===== src/rtl/emu_ctrl_pkg.sv =====
// Shared types and constants for the program run controller.
package emu_ctrl_pkg;

  typedef enum logic [1:0] {
    IDLE,
    LAUNCH,
    RUN,
    DONE
  } run_state_t;

  localparam logic [8:0] HALT_INSTR_DEFAULT = 9'h1FF;

  // One extra address bit lets the PC point one past the end of the ROM.
  function automatic int addr_width(input int rom_size);
    return $clog2(rom_size) + 1;
  endfunction

endpackage


===== src/rtl/sat_counter.sv =====
// Clearable up-counter that never wraps; hit flags that the next increment lands on limit.
module sat_counter #(
  parameter int W = 16
) (
  input  logic         clk,
  input  logic         reset,
  input  logic         clear,
  input  logic         en,
  input  logic [W-1:0] limit,
  output logic [W-1:0] count,
  output logic         hit
);

  logic [W-1:0] count_inc;

  assign count_inc = count + W'(1);
  assign hit       = en && (count_inc == limit);

  always_ff @(posedge clk) begin
    if (reset) begin
      count <= '0;
    end else if (clear) begin
      count <= '0;
    end else if (en && (count != '1)) begin
      count <= count_inc;
    end
  end

endmodule


===== src/rtl/run_controller.sv =====
// Launches a program on the fetch unit, runs it until halt or budget timeout,
// then holds done until acknowledged.
module run_controller
  import emu_ctrl_pkg::*;
#(
  parameter int                  ROM_SIZE   = 512,
  parameter int                  INSTR_W    = 9,
  parameter int                  CNT_W      = 16,
  localparam int                 ADDR_W     = addr_width(ROM_SIZE),
  parameter logic [CNT_W-1:0]    MAX_CYCLES = CNT_W'(16'hFFFF),
  parameter logic [INSTR_W-1:0]  HALT_INSTR = INSTR_W'(HALT_INSTR_DEFAULT),
  parameter logic [ADDR_W-1:0]   PROG0_ADDR = '0,
  parameter logic [ADDR_W-1:0]   PROG1_ADDR = '0,
  parameter logic [ADDR_W-1:0]   PROG2_ADDR = '0,
  parameter logic [ADDR_W-1:0]   PROG3_ADDR = '0
) (
  input  logic               clk,
  input  logic               reset,
  input  logic               run_req,
  input  logic [1:0]         prog_sel,
  input  logic               abort,
  input  logic               done_ack,
  input  logic [INSTR_W-1:0] instr_in,
  output logic               start,
  output logic [ADDR_W-1:0]  start_addr,
  output logic               run_en,
  output logic               busy,
  output logic               done,
  output logic               timeout,
  output logic [CNT_W-1:0]   cycle_count
);

  run_state_t        state_reg;
  logic [ADDR_W-1:0] entry_addr;
  logic              is_halt;
  logic              cnt_clear;
  logic              cnt_en;
  logic              cnt_hit;

  always_comb begin
    entry_addr = PROG0_ADDR;
    case (prog_sel)
      2'd0: entry_addr = PROG0_ADDR;
      2'd1: entry_addr = PROG1_ADDR;
      2'd2: entry_addr = PROG2_ADDR;
      2'd3: entry_addr = PROG3_ADDR;
      default: entry_addr = PROG0_ADDR;
    endcase
  end

  assign is_halt   = (instr_in == HALT_INSTR);
  assign cnt_clear = (state_reg == IDLE) && run_req;
  // Abort and halt both outrank counting, so the halting instruction is never counted.
  assign cnt_en    = (state_reg == RUN) && !abort && !is_halt;

  sat_counter #(
    .W(CNT_W)
  ) u_cycle_counter (
    .clk  (clk),
    .reset(reset),
    .clear(cnt_clear),
    .en   (cnt_en),
    .limit(MAX_CYCLES),
    .count(cycle_count),
    .hit  (cnt_hit)
  );

  always_ff @(posedge clk) begin
    if (reset) begin
      state_reg  <= IDLE;
      start      <= 1'b0;
      start_addr <= '0;
      run_en     <= 1'b0;
      busy       <= 1'b0;
      done       <= 1'b0;
      timeout    <= 1'b0;
    end else begin
      case (state_reg)
        IDLE: begin
          if (run_req) begin
            state_reg  <= LAUNCH;
            start      <= 1'b1;
            busy       <= 1'b1;
            start_addr <= entry_addr;
            timeout    <= 1'b0;
          end
        end
        LAUNCH: begin
          start <= 1'b0;
          if (abort) begin
            state_reg <= IDLE;
            busy      <= 1'b0;
          end else begin
            state_reg <= RUN;
            run_en    <= 1'b1;
          end
        end
        RUN: begin
          if (abort) begin
            state_reg <= IDLE;
            run_en    <= 1'b0;
            busy      <= 1'b0;
          end else if (is_halt || cnt_hit) begin
            state_reg <= DONE;
            run_en    <= 1'b0;
            busy      <= 1'b0;
            done      <= 1'b1;
            timeout   <= !is_halt;
          end
        end
        DONE: begin
          if (done_ack || abort) begin
            state_reg <= IDLE;
            done      <= 1'b0;
          end
        end
        default: begin
          state_reg <= IDLE;
          start     <= 1'b0;
          run_en    <= 1'b0;
          busy      <= 1'b0;
          done      <= 1'b0;
        end
      endcase
    end
  end

endmodule

===== config.mk =====
export PLATFORM = sky130hd
export DESIGN_NAME = run_controller
export DESIGN_NICKNAME = d
export VERILOG_FILES = /design/src/rtl/emu_ctrl_pkg.sv /design/src/rtl/sat_counter.sv /design/src/rtl/run_controller.sv
export SDC_FILE = /design/constraint.sdc
export NUM_CORES = 1
export LEC_CHECK = 0
export CORE_UTILIZATION = 49
export CTS_CLUSTER_DIAMETER = 100
export CTS_CLUSTER_SIZE = 25
export DETAILED_ROUTE_END_ITERATION = 8
export PLACE_DENSITY_LB_ADDON = 0.08
export SYNTH_ARGS = -nofsm -noshare
export SYNTH_HDL_FRONTEND = slang
export SYNTH_HIERARCHICAL = 1
export SYNTH_SLANG_ARGS = --single-unit

===== constraint.sdc =====
create_clock -name clk -period 3.3 [get_ports clk]
set_clock_uncertainty 0.05 [all_clocks]
set_input_delay 0.99 -clock clk [delete_from_list [all_inputs] [get_ports clk]]
set_output_delay 0.99 -clock clk [all_outputs]
set_load 0.05 [all_outputs]

# Yosys cells after proc, flatten, opt, wreduce, memory -nomap -nowiden

Index checks and enable logic that the tools add are counted.

Logic and storage cells: 73
Flip-flop bits (word level): 33
Bits of input ports: 16
Output and inout port bits: 31

$add $sub $neg: 1
Mux-type cells: 23
Equality and inequality tests: 16
Reduce and logical (&&, ||, !) cells: 25

Operators with widths:

| kind                  | number |
|---|---|
| $add 16x1->16 const B | 1 |
| $eq 16x16->1 const B  | 1 |
| $ne 16x16->1 const B  | 1 |
| $reduce_and 4->1      | 3 |
| $mux 1                | 11 |
| $mux 10               | 1 |
| $mux 2                | 5 |
| $ne 2x2->1 const B    | 5 |
| $eq 9x9->1 const B    | 1 |
| $eq 2x2->1 const B    | 4 |
| $pmux 1 s2            | 4 |
| $pmux 2 s4            | 1 |
| $reduce_bool 2->1     | 4 |
| $reduce_and 3->1      | 2 |
| $logic_and 1x1->1     | 5 |
| $eq 2x1->1 const B    | 2 |
| $logic_not 2->1       | 2 |
| $reduce_and 2->1      | 2 |
| $reduce_or 4->1       | 1 |
| $ne 3x2->1 const B    | 1 |
| $pmux 1 s3            | 1 |
| $reduce_bool 3->1     | 1 |
| $logic_not 1->1       | 2 |
| $logic_or 1x1->1      | 2 |
| other kinds (2)       | 2 |

# Longest topological paths before layout

Word-level depth: 8
Mapped depth: 11

# Hierarchy

The synthesis kept the hierarchy.

By module, submodules not included:

| module         | area each (µm²) | cells each | instances |
|---|---|---|---|
| sat_counter    | 1243.7          | 153        | 1 |
| run_controller | 590.6           | 74         | 1 |

# Worst setup path before layout

OpenSTA, ideal clock, no wires.

Path type: register to register
Start point: reg u_cycle_counter.count[0]
End point: reg state_reg[1]
Clock period less this slack: 2.922 ns
Arrival time: 2.754 ns
Path slack: 0.378 ns
Path buffers: 0
Stages on the path, launching flop included: 11
Library setup time: 0.117 ns
Cells stage by stage: dfxtp_1 > ha_1 > and2_1 > nand4_2 > a221o_1 > nor4_1 > and4_1 > nor3b_1 > o31ai_2 > nand3_2 > a32o_1

Word-level cells in the longest chain between the ends: 6

RTL lines:

| what                              | RTL line              | source |
|---|---|---|
| start: declaration                | sat_counter.sv:10     | `output logic [W-1:0] count,` |
| start signal: assignment          | sat_counter.sv:25     | `count <= count_inc;` |
| $add 16x1->16                     | sat_counter.sv:16     | `assign count_inc = count + W'(1);` |
| $eq 16x16->1                      | sat_counter.sv:17     | `assign hit = en && (count_inc == limit);` |
| $logic_and 1x1->1                 | sat_counter.sv:17     |  |
| via cnt_hit                       | run_controller.sv:38  | `logic cnt_hit;` |
| $logic_or 1x1->1                  | run_controller.sv:103 | `end else if (is_halt \|\| cnt_hit) begin` |
| $ne 3x2->1 (no source line)       | -                     |  |
| $reduce_and 3->1 (no source line) | -                     |  |
| end signal: assignment            | run_controller.sv:100 | `state_reg <= IDLE;` |
| end signal: assignment            | run_controller.sv:104 | `state_reg <= DONE;` |
| end signal: assignment            | run_controller.sv:113 | `state_reg <= IDLE;` |
| end: declaration                  | run_controller.sv:33  | `run_state_t state_reg;` |

The timed path passes the listed nets, and every way through them passes these cells.
A chain may end at the register's enable or synchronous reset.

# Worst setup path in the final report

Start point: in instr_in[7]
End point: reg busy

Word-level cells in the longest chain between the ends: 7

RTL lines:

| what                              | RTL line              | source |
|---|---|---|
| start: declaration                | run_controller.sv:23  | `input logic [INSTR_W-1:0] instr_in,` |
| $eq 9x9->1                        | run_controller.sv:51  | `assign is_halt = (instr_in == HALT_INSTR);` |
| $logic_not 1->1                   | run_controller.sv:54  | `assign cnt_en = (state_reg == RUN) && !abort && !is_halt;` |
| $logic_and 1x1->1                 | run_controller.sv:54  |  |
| via cnt_en                        | run_controller.sv:37  | `logic cnt_en;` |
| $logic_and 1x1->1                 | sat_counter.sv:17     |  |
| via cnt_hit                       | run_controller.sv:38  |  |
| $logic_or 1x1->1                  | run_controller.sv:103 |  |
| $ne 3x2->1 (no source line)       | -                     |  |
| $reduce_and 4->1 (no source line) | -                     |  |
| end signal: assignment            | run_controller.sv:102 | `busy <= 1'b0;` |
| end signal: assignment            | run_controller.sv:106 | `busy <= 1'b0;` |
| end signal: assignment            | run_controller.sv:121 | `busy <= 1'b0;` |
| end: declaration                  | run_controller.sv:27  | `output logic busy,` |

The timed path passes the listed nets, and every way through them passes these cells.

==> metrics.cfg <==
[critical_path]
cp_num_buf_inv = 1
worstPathMaxFanout = 4
cpPeakStageDelay_ns = 0.47
r2r-end = busy
cp-start-kind = input port
cp_slowest_cell = clkdlybuf4s50_1
r2r_cells = 10
reg2reg_setup_slack_ns = 0.36
crit_type = in -> reg
cp-end-kind = flop
r2r-start = u_cycle_counter/count[3]
cp_cell_sequence = clkdlybuf4s50_1, nand4_2, or3_2, and2_1, nand4_1, nor4_1, and4_1, nor3b_1, o31ai_2, a41o_2, nor2_1
worstPathArrival_ns = 3.36
cp.required_ns = 3.46
cpLargestDelayFamily = simple AND/OR/NAND/NOR gates

[sta]
period_minus_slack_ns = 3.20
worstMarginPinSlew_ns = 0.510
slew_headroom_pct = 65.9
maxSlewViolCount = 0
setup_viol = 0
finalHoldViolCount = 0
rsz0062_at_grt = false
fin_crit_sh_pct = 96.8
fmax_ghz = 0.313

[flow_run]
drv_cap = 0

[place]
gp_congestion = 0.869
place.port_buffers = 34
dpl_cell_area_um2 = 2360
place_hpwl_um = 3160

[floorplanning]
rows = 21
die_area_um2 = 3990
ios = 47
core_um2 = 3470
die_w_um = 63.2
die_height_um = 63.2
start_util_pct = 52.9

[finish]
final_area_um2 = 2400
areaGrowthSynthToFinish_pct = 31.1
fillers = 298
largest_reg_flops = 16
diodes = 0
layout-drive-gt1-share_pct = 11.0
fin_util_pct = 69.3
nets = 321

[grt]
grt_overflow = 0
grt_pass1_vias = 1538
grt_use_total_pct = 22.4
antenna_found_initial = 0
grt_pass1_wl_um = 7180
grt_max_degree = 17

[clocking]
htreeDepth = 1
cts_inserted_buffers = 3
cts_setup_buffers = 0
cts_hold_buf = 0
worstSkewPairLatency_ns = 0.27
clk_path_buf_depth = 2
cts_tree = done
cts_sinks = 23
cts-root-buf = clkbuf_8
cts.clk_slew.worst_paths_ns = 0.09
post_cts_resized = 0

[synth]
synthArstFlopShare_pct = 0
ys_seq_area_share_pct = 25.1
synth-main-ff-cell = dfxtp_1
syn_inst = 227
synth_edf_count = 0
yosysUniqueCellTypes = 54
yosysWarnings = 6
syn_area_um2 = 1830
avgSynthCellArea_um2 = 8.08
synth-seq-cells = 23

[power_and_ir_drop]
power_leakage_nw = 0.968
power_density_nw_per_um2 = 263
peakVddDrop_mv = 0.152

[routing]
drc = 0
postRouteWirelength_um = 4220
viasPerCell = 5.08
vias = 1753
drtAntennaViolNets = 0
drt_iter0_drc = 96
first_pass_iters = 4
wire_per_inst_um = 12.2

[outcome]
status = completed

[hold_path]
hold_path_end = timeout
hp-class = reg -> reg
hold_start = timeout
hold_path_depth = 2

logic make-up (layout without fill, tap and decap cells):
group	Yosys count	in the layout	synth area share, %
fa+ha+maj	5	5	3.41
mux	3	3	1.71
buf+inv	27	60	8.46
flops	23	23	25.1
simple gates	96	96	29.5
xor+xnor	33	33	15.8
compound gates	38	38	15.7
other cells	2	41	0.409
cell type report:
cell class                      count  area, um^2  share of cell area [%]
Multi-Input combinational cell    216        1370                    56.8
Sequential cell                    23         460                    19.1
Timing Repair Buffer               48         445                    18.5
Tap cell                           46        57.6                    2.39
Clock buffer                        3        41.3                    1.72
Inverter                            8        30.0                    1.25
Clock inverter                      1        5.00                   0.208
worst min-delay path, cell delays in order, from the launching register on:
cell and delay, ns:
dfxtp_1 0.34, nand2_1 0.06, a31oi_1 0.06
routing by layer:
layer,wire length (um),GRT usage [%],part of all wire [%],up-vias
met5,0,0,0,-
li1,-,-,-,895
met3,200,3.44,4.7,2
met1,2150,32.0,51,807
met2,1850,34.1,44,49
met4,20,7.39,0.47,0
cells in the final DEF, fill, tap and decap left out, types with 3 or more instances in the layout:
cell and count:
a211oi_1 3, a21oi_1 6, and2_1 3, and3_1 3
and4_1 4, buf_4 14, clkbuf_8 3, clkdlybuf4s50_1 34
conb_1 41, dfxtp_1 23, ha_1 5, inv_1 8
nand2_1 16, nand2b_1 4, nand3_1 8, nand4_1 8
nand4_2 3, nor2_1 25, nor2b_1 5, nor3_1 4
o21ai_0 5, xnor2_1 12, xor2_1 21
where the power goes:
part | internal [mW] | switching (mW) | total, mW
Clock | 0.0844 | 0.0980 | 0.182
Sequential | 0.285 | 0.00629 | 0.292
Combinational | 0.0589 | 0.0997 | 0.159
Total | 0.429 | 0.204 | 0.633
Yosys cell counts, types with 2 or more instances:
library cell,instances,area (um^2)
or2_2,2,12.5
xor2_1,21,184
a31oi_1,2,12.5
dfxtp_1,23,460
a211oi_1,3,22.5
a311oi_1,2,17.5
nand3_2,2,20.0
nor3_1,4,20.0
and2_1,3,18.8
buf_4,12,90.1
nand4_2,3,37.5
o21ai_1,2,10.0
nor3b_1,2,15.0
xnor2_1,12,105
nor2b_1,5,31.3
nand2b_1,4,25.0
nand4_1,8,50.1
and3_1,3,18.8
mux2i_1,2,20.0
a21o_1,2,15.0
conb_1,2,7.51
a21oi_1,6,30.0
a32o_1,2,20.0
nor4_1,2,12.5
o211ai_1,2,15.0
clkbuf_1,4,15.0
ha_1,5,62.6
o21ai_0,5,25.0
nor2_1,25,93.8
inv_1,8,30.0
nand2_1,16,60.1
and4_1,4,35.0
nand3_1,8,40.0
per-stage QoR:
stage	setup slack, ns	hold WS [ns]	instances	TNS [ns]	power, mW
5_1_grt	0.0268	0.483	345	0	0.663
3_3_place_gp	-0.137	0.436	341	-0.256	0.452
3_5_place_dp	-0.139	0.427	341	-0.269	0.454
2_1_floorplan	0.378	0.466	266	0	0.419
4_1_cts	0.131	0.451	345	0	0.635
6_report	0.105	0.453	345	0	0.633
worst max path at each step:
stage | from | endpoint | depth (start not counted)
floorplan | u_cycle_counter/count[0] | state_reg[1] | 10
global placement | instr_in[8] | busy | 11
detailed placement | instr_in[7] | busy | 11
CTS | instr_in[7] | busy | 11
global route | instr_in[7] | busy | 11
finish | instr_in[7] | busy | 11
Note: power is estimated with default switching activity, not from simulation.
==> RTL edit 1, RTL diff (config.mk and constraints unchanged) <==
The parameter `ROM_SIZE` goes from 512 to 128.
--- a/src/rtl/run_controller.sv
+++ b/src/rtl/run_controller.sv
@@ -3,7 +3,7 @@
 module run_controller
   import emu_ctrl_pkg::*;
 #(
-  parameter int                  ROM_SIZE   = 512,
+  parameter int                  ROM_SIZE   = 128,
   parameter int                  INSTR_W    = 9,
   parameter int                  CNT_W      = 16,
   localparam int                 ADDR_W     = addr_width(ROM_SIZE),
Ports: changed (resized start_addr); port bits go from 47 to 45. The function was not compared with the original's and may differ.
==> RTL edit 1 against the unedited design <==
Clock power fell by 2%; sequential cell count stayed put; critical endpoint unchanged; hold slack worse by 0.0080 ns; maximum frequency is 1.6% higher; area after synthesis down 0.82%; power is 1.9% lower; combinational power shrank 4%; count of clock-buffer cells in the layout unchanged; cell area stayed put; highest routed layer unchanged; worst setup slack improved by 0.050 ns; wire length fell by 8.6%.
==> RTL edit 1: results (changes against the unedited design) <==
The run finished with clean final reports. The TritonCTS buffer count came out at 3 (unchanged). The run gives 3016 um (-4.6%) as the total half-perimeter wirelength after legalization and detailed placement.

The overall routed net length was 3854 um (-8.6%). The biggest fanout along the worst timing path is 4 (unchanged). In the synthesized netlist, the cells that appear most often are sky130_fd_sc_hd__nor2_1 (25), sky130_fd_sc_hd__dfxtp_1 (23), sky130_fd_sc_hd__xor2_1 (21). Met2 usage: 0.3763 (+0.03495).

The final weighted congestion of routability-driven global placement was 0.8285 (-4.6%). The run gives 6 (unchanged) as the number of synthesis warnings. The maximum clock path buffer count came out at 2 (unchanged). The net count reported at finish was 320 (-0.31%); the fraction of layout cells with a size suffix above 1 was 0.1141 (+0.003726). The clock latency of the later-clocked register in the worst-skew pair is 0.27 ns (about the same). For the static power due to leakage, the log shows 0.9667 nW (-0.11%). The root buffer cell chosen for the clock tree is sky130_fd_sc_hd__clkbuf_8. Number of hold violations in the final report: 0 (unchanged). For the via count of the first global-routing pass, the log shows 1,553 (+0.98%). Type of the tightest min-delay check: reg2reg. The global-route total usage across every layer is 0.2131 (-0.01085).

For the met1 routing resource usage after global routing, the log shows 0.2619 (-0.05771). The worst hold path begins at busy$_SDFFE_PP0P_. The count of input and output buffers works out to 34 (unchanged).

Clock transition at the registers of the reported paths: 0.09 ns (about the same). The critical path starts at instr_in[8]. The first-pass GRT wire length is 6789 um (-5.4%).

For the number of post-CTS setup repair buffers, the log shows 0 (unchanged). For the global-route track usage on met3, the log shows 0.05109 (+0.01667). The slowest stage of the critical path is the sky130_fd_sc_hd__or3_2 cell.

The logs give 0.2492 mV (+64%) for the maximum vdd drop and 0 (unchanged) for the number of antenna violations at the first check in global routing. Fraction of synthesis flops using an asynchronous set or reset pin: 0 (unchanged). The antenna diode instance count came out at 0 (unchanged). The count of filler cells inserted in the layout was 314 (+5.4%); the count of nets left with antenna violations after detail routing was 0 (unchanged). The tools report the beginning of the worst register-to-register path as u_cycle_counter/count[0]$_SDFFE_PP0P_. The first-pass iteration count of the detailed router came out at 4 (unchanged).

The number of distinct library cells after synthesis is 54 (unchanged). For the worst endpoint data arrival time, the log shows 3.31 ns (-0.05 ns). Post-placement cell area: 2359 um^2 (unchanged). By area the synthesized netlist is led by sky130_fd_sc_hd__dfxtp_1 (25%), sky130_fd_sc_hd__xor2_1 (10%), sky130_fd_sc_hd__xnor2_1 (5.8%), sky130_fd_sc_hd__nor2_1 (5.2%), sky130_fd_sc_hd__buf_4 (4.1%). The quantity of gates resized following cts was 0 (unchanged); the delay of the slowest critical-path stage was 0.50 ns (+0.03 ns). The CTS H-tree depth is 1 (unchanged), and the worst max-slew margin expressed relative to the limit is 0.6584 (about the same).

The number of vias per cell after detailed routing is 4.933 (-2.9%). Sequential share of the synthesized area: 0.2531 (+0.002072). The starting DRC count in detailed routing was 69 (-28%).

For the maximum number of pins on one net before global-route repair, the log shows 17 (unchanged).
-- RTL edit 1: changes by cell type in the layout (fill, tap and decap cells not counted), sizes merged --
cell	before	now
buf	14	15
conb	41	39
-- RTL edit 1: final timing paths --
| kind | end | slack [ns] | depth (start not counted) |
|---|---|---|---|
| setup / recovery | busy$_SDFFE_PP0P_ | 0.15 | 11 |
| hold / removal | busy$_SDFFE_PP0P_ | 0.45 | 2 |
| setup reg to reg | state_reg[1]$_SDFFE_PP0P_ | 0.50 | 10 |
| hold reg to reg | busy$_SDFFE_PP0P_ | 0.45 | 2 |
-- RTL edit 1: worst max-delay path, delay by kind of cell --
kind | cells | cell delay [ns]
simple gates | 8 | 1.44
buf+inv | 1 | 0.47
compound gates | 2 | 0.41
-- RTL edit 1: kinds of logic after synthesis --
logic type	synth area share
AND/OR/NAND/NOR	0.2971
multiplexers	0.01719
XOR/XNOR	0.1589
other	0.004128
flip-flops	0.2531
buffers and inverters	0.07702
adder cells (fa/ha/maj)	0.03439
AO/OA/AOI/OAI	0.1582
-- RTL edit 1: where the power goes --
part | total, W | switching [W] | internal, W | leakage [nW]
sequential | 0.000291 | 0.00000578 | 0.000285 | 0.186
combinational | 0.000152 | 0.0000928 | 0.0000588 | 0.755
clock | 0.000178 | 0.0000936 | 0.0000843 | 0.0255
total | 0.000621 | 0.000192 | 0.000428 | 0.967
-- RTL edit 1: final cells by class --
type	instances	area [um^2]	share of cell area
tap	46	57.56	0.02393
clock inverter	1	5.005	0.002081
clock buffer	3	41.29	0.01717
sequential	23	460.4	0.1915
multi-input combinational	214	1358	0.5645
timing repair buffer	49	452.9	0.1883
inverter	8	30.03	0.01249
-- RTL edit 1: per-stage QoR --
stage / setup WS, ns / std cells / hold WS, ns
2_1_floorplan: 0.3784 / 262 / 0.4662
3_3_place_gp: -0.1088 / 340 / 0.4274
3_5_place_dp: -0.1359 / 340 / 0.4314
4_1_cts: 0.1429 / 344 / 0.4538
5_1_grt: 0.02933 / 344 / 0.4857
6_report: 0.1548 / 344 / 0.4452
-- RTL edit 1: layer usage --
layer	wire length [um]	up-vias	share of wire
li1	-	898	-
met1	1829	767	0.47
met2	1877	30	0.49
met3	133	2	0.035
met4	14	0	0.0036
met5	0	-	0
==> RTL edit 2, RTL diff (config.mk and constraints unchanged) <==
Made on the original files. Put a register stage on the output `cycle_count`, cleared by the reset. The value now appears one clock later. The other outputs are not delayed to match.
--- a/src/rtl/run_controller.sv
+++ b/src/rtl/run_controller.sv
@@ -30,6 +30,8 @@
   output logic [CNT_W-1:0]   cycle_count
 );
 
+  logic [CNT_W-1:0] cycle_count_d;
+
   run_state_t        state_reg;
   logic [ADDR_W-1:0] entry_addr;
   logic              is_halt;
@@ -61,7 +63,7 @@
     .clear(cnt_clear),
     .en   (cnt_en),
     .limit(MAX_CYCLES),
-    .count(cycle_count),
+    .count(cycle_count_d),
     .hit  (cnt_hit)
   );
 
@@ -125,4 +127,12 @@
     end
   end
 
+  always_ff @(posedge clk) begin
+    if (reset) begin
+      cycle_count <= '0;
+    end else begin
+      cycle_count <= cycle_count_d;
+    end
+  end
+
 endmodule
Behaviour: not the same (a bounded check fails within 4 cycles, from zero or initial values and one cycle with reset high).
==> RTL edit 2 against the unedited design <==
Worst setup slack better by 0.061 ns; cell count rose by 12%; cell area increased by 22%; sequential cell count increased by 16; core utilization decreased by 2.7 points; wire length grew 12%; power up 77%; area after synthesis rose by 24%; die area is 23% higher; critical path depth unchanged; hold slack lost 0.0076 ns; synthesized cell count is 14% higher; maximum frequency up 1.9%; highest routed layer unchanged.
==> RTL edit 2: results (changes against the unedited design) <==
The first-pass GRT wire length was 7990 um (+11%). The sequential share of the synthesized area came out at 0.3432 (+0.09221). Ranked by total cell area, the synthesized netlist is headed by sky130_fd_sc_hd__dfxtp_1 (34%), sky130_fd_sc_hd__xor2_1 (8.1%), sky130_fd_sc_hd__nor2b_1 (5.2%), sky130_fd_sc_hd__xnor2_1 (4.6%), sky130_fd_sc_hd__buf_4 (4.0%).

The clock latency of the later-clocked register in the worst-skew pair was 0.29 ns (+0.02 ns). The end of the worst register-to-register path was done$_SDFFE_PP0P_. The global-route total usage across every layer came out at 0.2052 (-0.01878).

The pin slew with the least headroom to its limit came out at 0.5001 ns (-0.009823 ns). Delay of the slowest critical-path stage: 0.50 ns (+0.03 ns). The flow ran to the end, and the final reports show no timing, DRC or antenna violations. Post-placement cell area: 2810 um^2 (+19%). The fraction of layout cells with a size suffix above 1 was 0.1134 (+0.003065); the static power due to leakage was 1.187 nW (+23%). The commonest cells after synthesis are sky130_fd_sc_hd__dfxtp_1 (39), sky130_fd_sc_hd__nor2_1 (23), sky130_fd_sc_hd__xor2_1 (21). Sequential group share of total power: 0.432 (-0.029). The power drawn by the clock network came out at 0.000473 W (+160%).

The average detailed-routed wire length per instance works out to 12.16 um (-0.54%). Total half-perimeter wirelength after legalization and detailed placement: 3469 um (+9.7%). The tools report the beginning of the worst register-to-register path as u_cycle_counter/count[0]$_SDFFE_PP0P_.

The CTS H-tree depth was 2 (+1). The maximum vdd drop is 0.2675 mV (+76%). Among all stages on the critical path, the largest delay is contributed by sky130_fd_sc_hd__or3_2.

The global-route track usage on met3 came out at 0.04040 (+0.005984). The post-route total power was 0.001119 W (+77%). The starting DRC count in detailed routing is 92 (-4.2%), and the worst endpoint data arrival time is 3.32 ns (-0.04 ns). The tools report the TritonCTS buffer count as 5 (+2).
-- RTL edit 2: cell count changes after synthesis, sizes merged, moves of 2 or more --
cell / delta
dfxtp: +16
nor2: -2
a32oi: +2
and2b: +2
nor2b: +14
o21ai: -2
-- RTL edit 2: per-stage QoR --
step	setup slack (ns)	std cells	hold slack (ns)	util
final	0.1656	387	0.4457	0.6667
after global routing	0.02955	387	0.4909	0.6667
after CTS	0.1536	387	0.4510	0.6667
after detailed placement	-0.1566	379	0.4366	0.6366
after global placement	-0.09959	379	0.4214	0.6366
after floorplan	0.4240	298	0.3824	-
-- RTL edit 2: area by class of cell --
type | count | area [um^2]
repair buffers | 49 | 452.9
well taps | 52 | 65.06
flip-flops and latches | 39 | 780.7
fillers | 390 | 1471
inverters | 8 | 30.03
clock inverters | 2 | 60.06
clock buffers | 6 | 72.57
multi-input cells | 231 | 1481
-- RTL edit 2: worst min-delay path: stages (launching register included) --
cell and delay (ns):
sky130_fd_sc_hd__dfxtp_1 0.33, sky130_fd_sc_hd__nand2_1 0.06, sky130_fd_sc_hd__a31oi_1 0.06
-- RTL edit 2: logic make-up (layout without fill, tap and decap cells) --
kind of cell,count (synthesis),count (layout),synth area share
AND/OR/NAND/NOR,112,112,0.2866
flip-flops,39,39,0.3432
XOR/XNOR,33,33,0.1271
AO/OA/AOI/OAI,37,37,0.1287
multiplexers,3,3,0.01375
buffers and inverters,28,65,0.06986
adder cells (fa/ha/maj),5,5,0.02750
other,2,41,0.003302
-- RTL edit 2: routing by layer --
layer,wire (um),vias to the layer above
li1,-,1001
met1,2296,909
met2,2218,27
met3,127,7
met4,63,0
met5,0,-
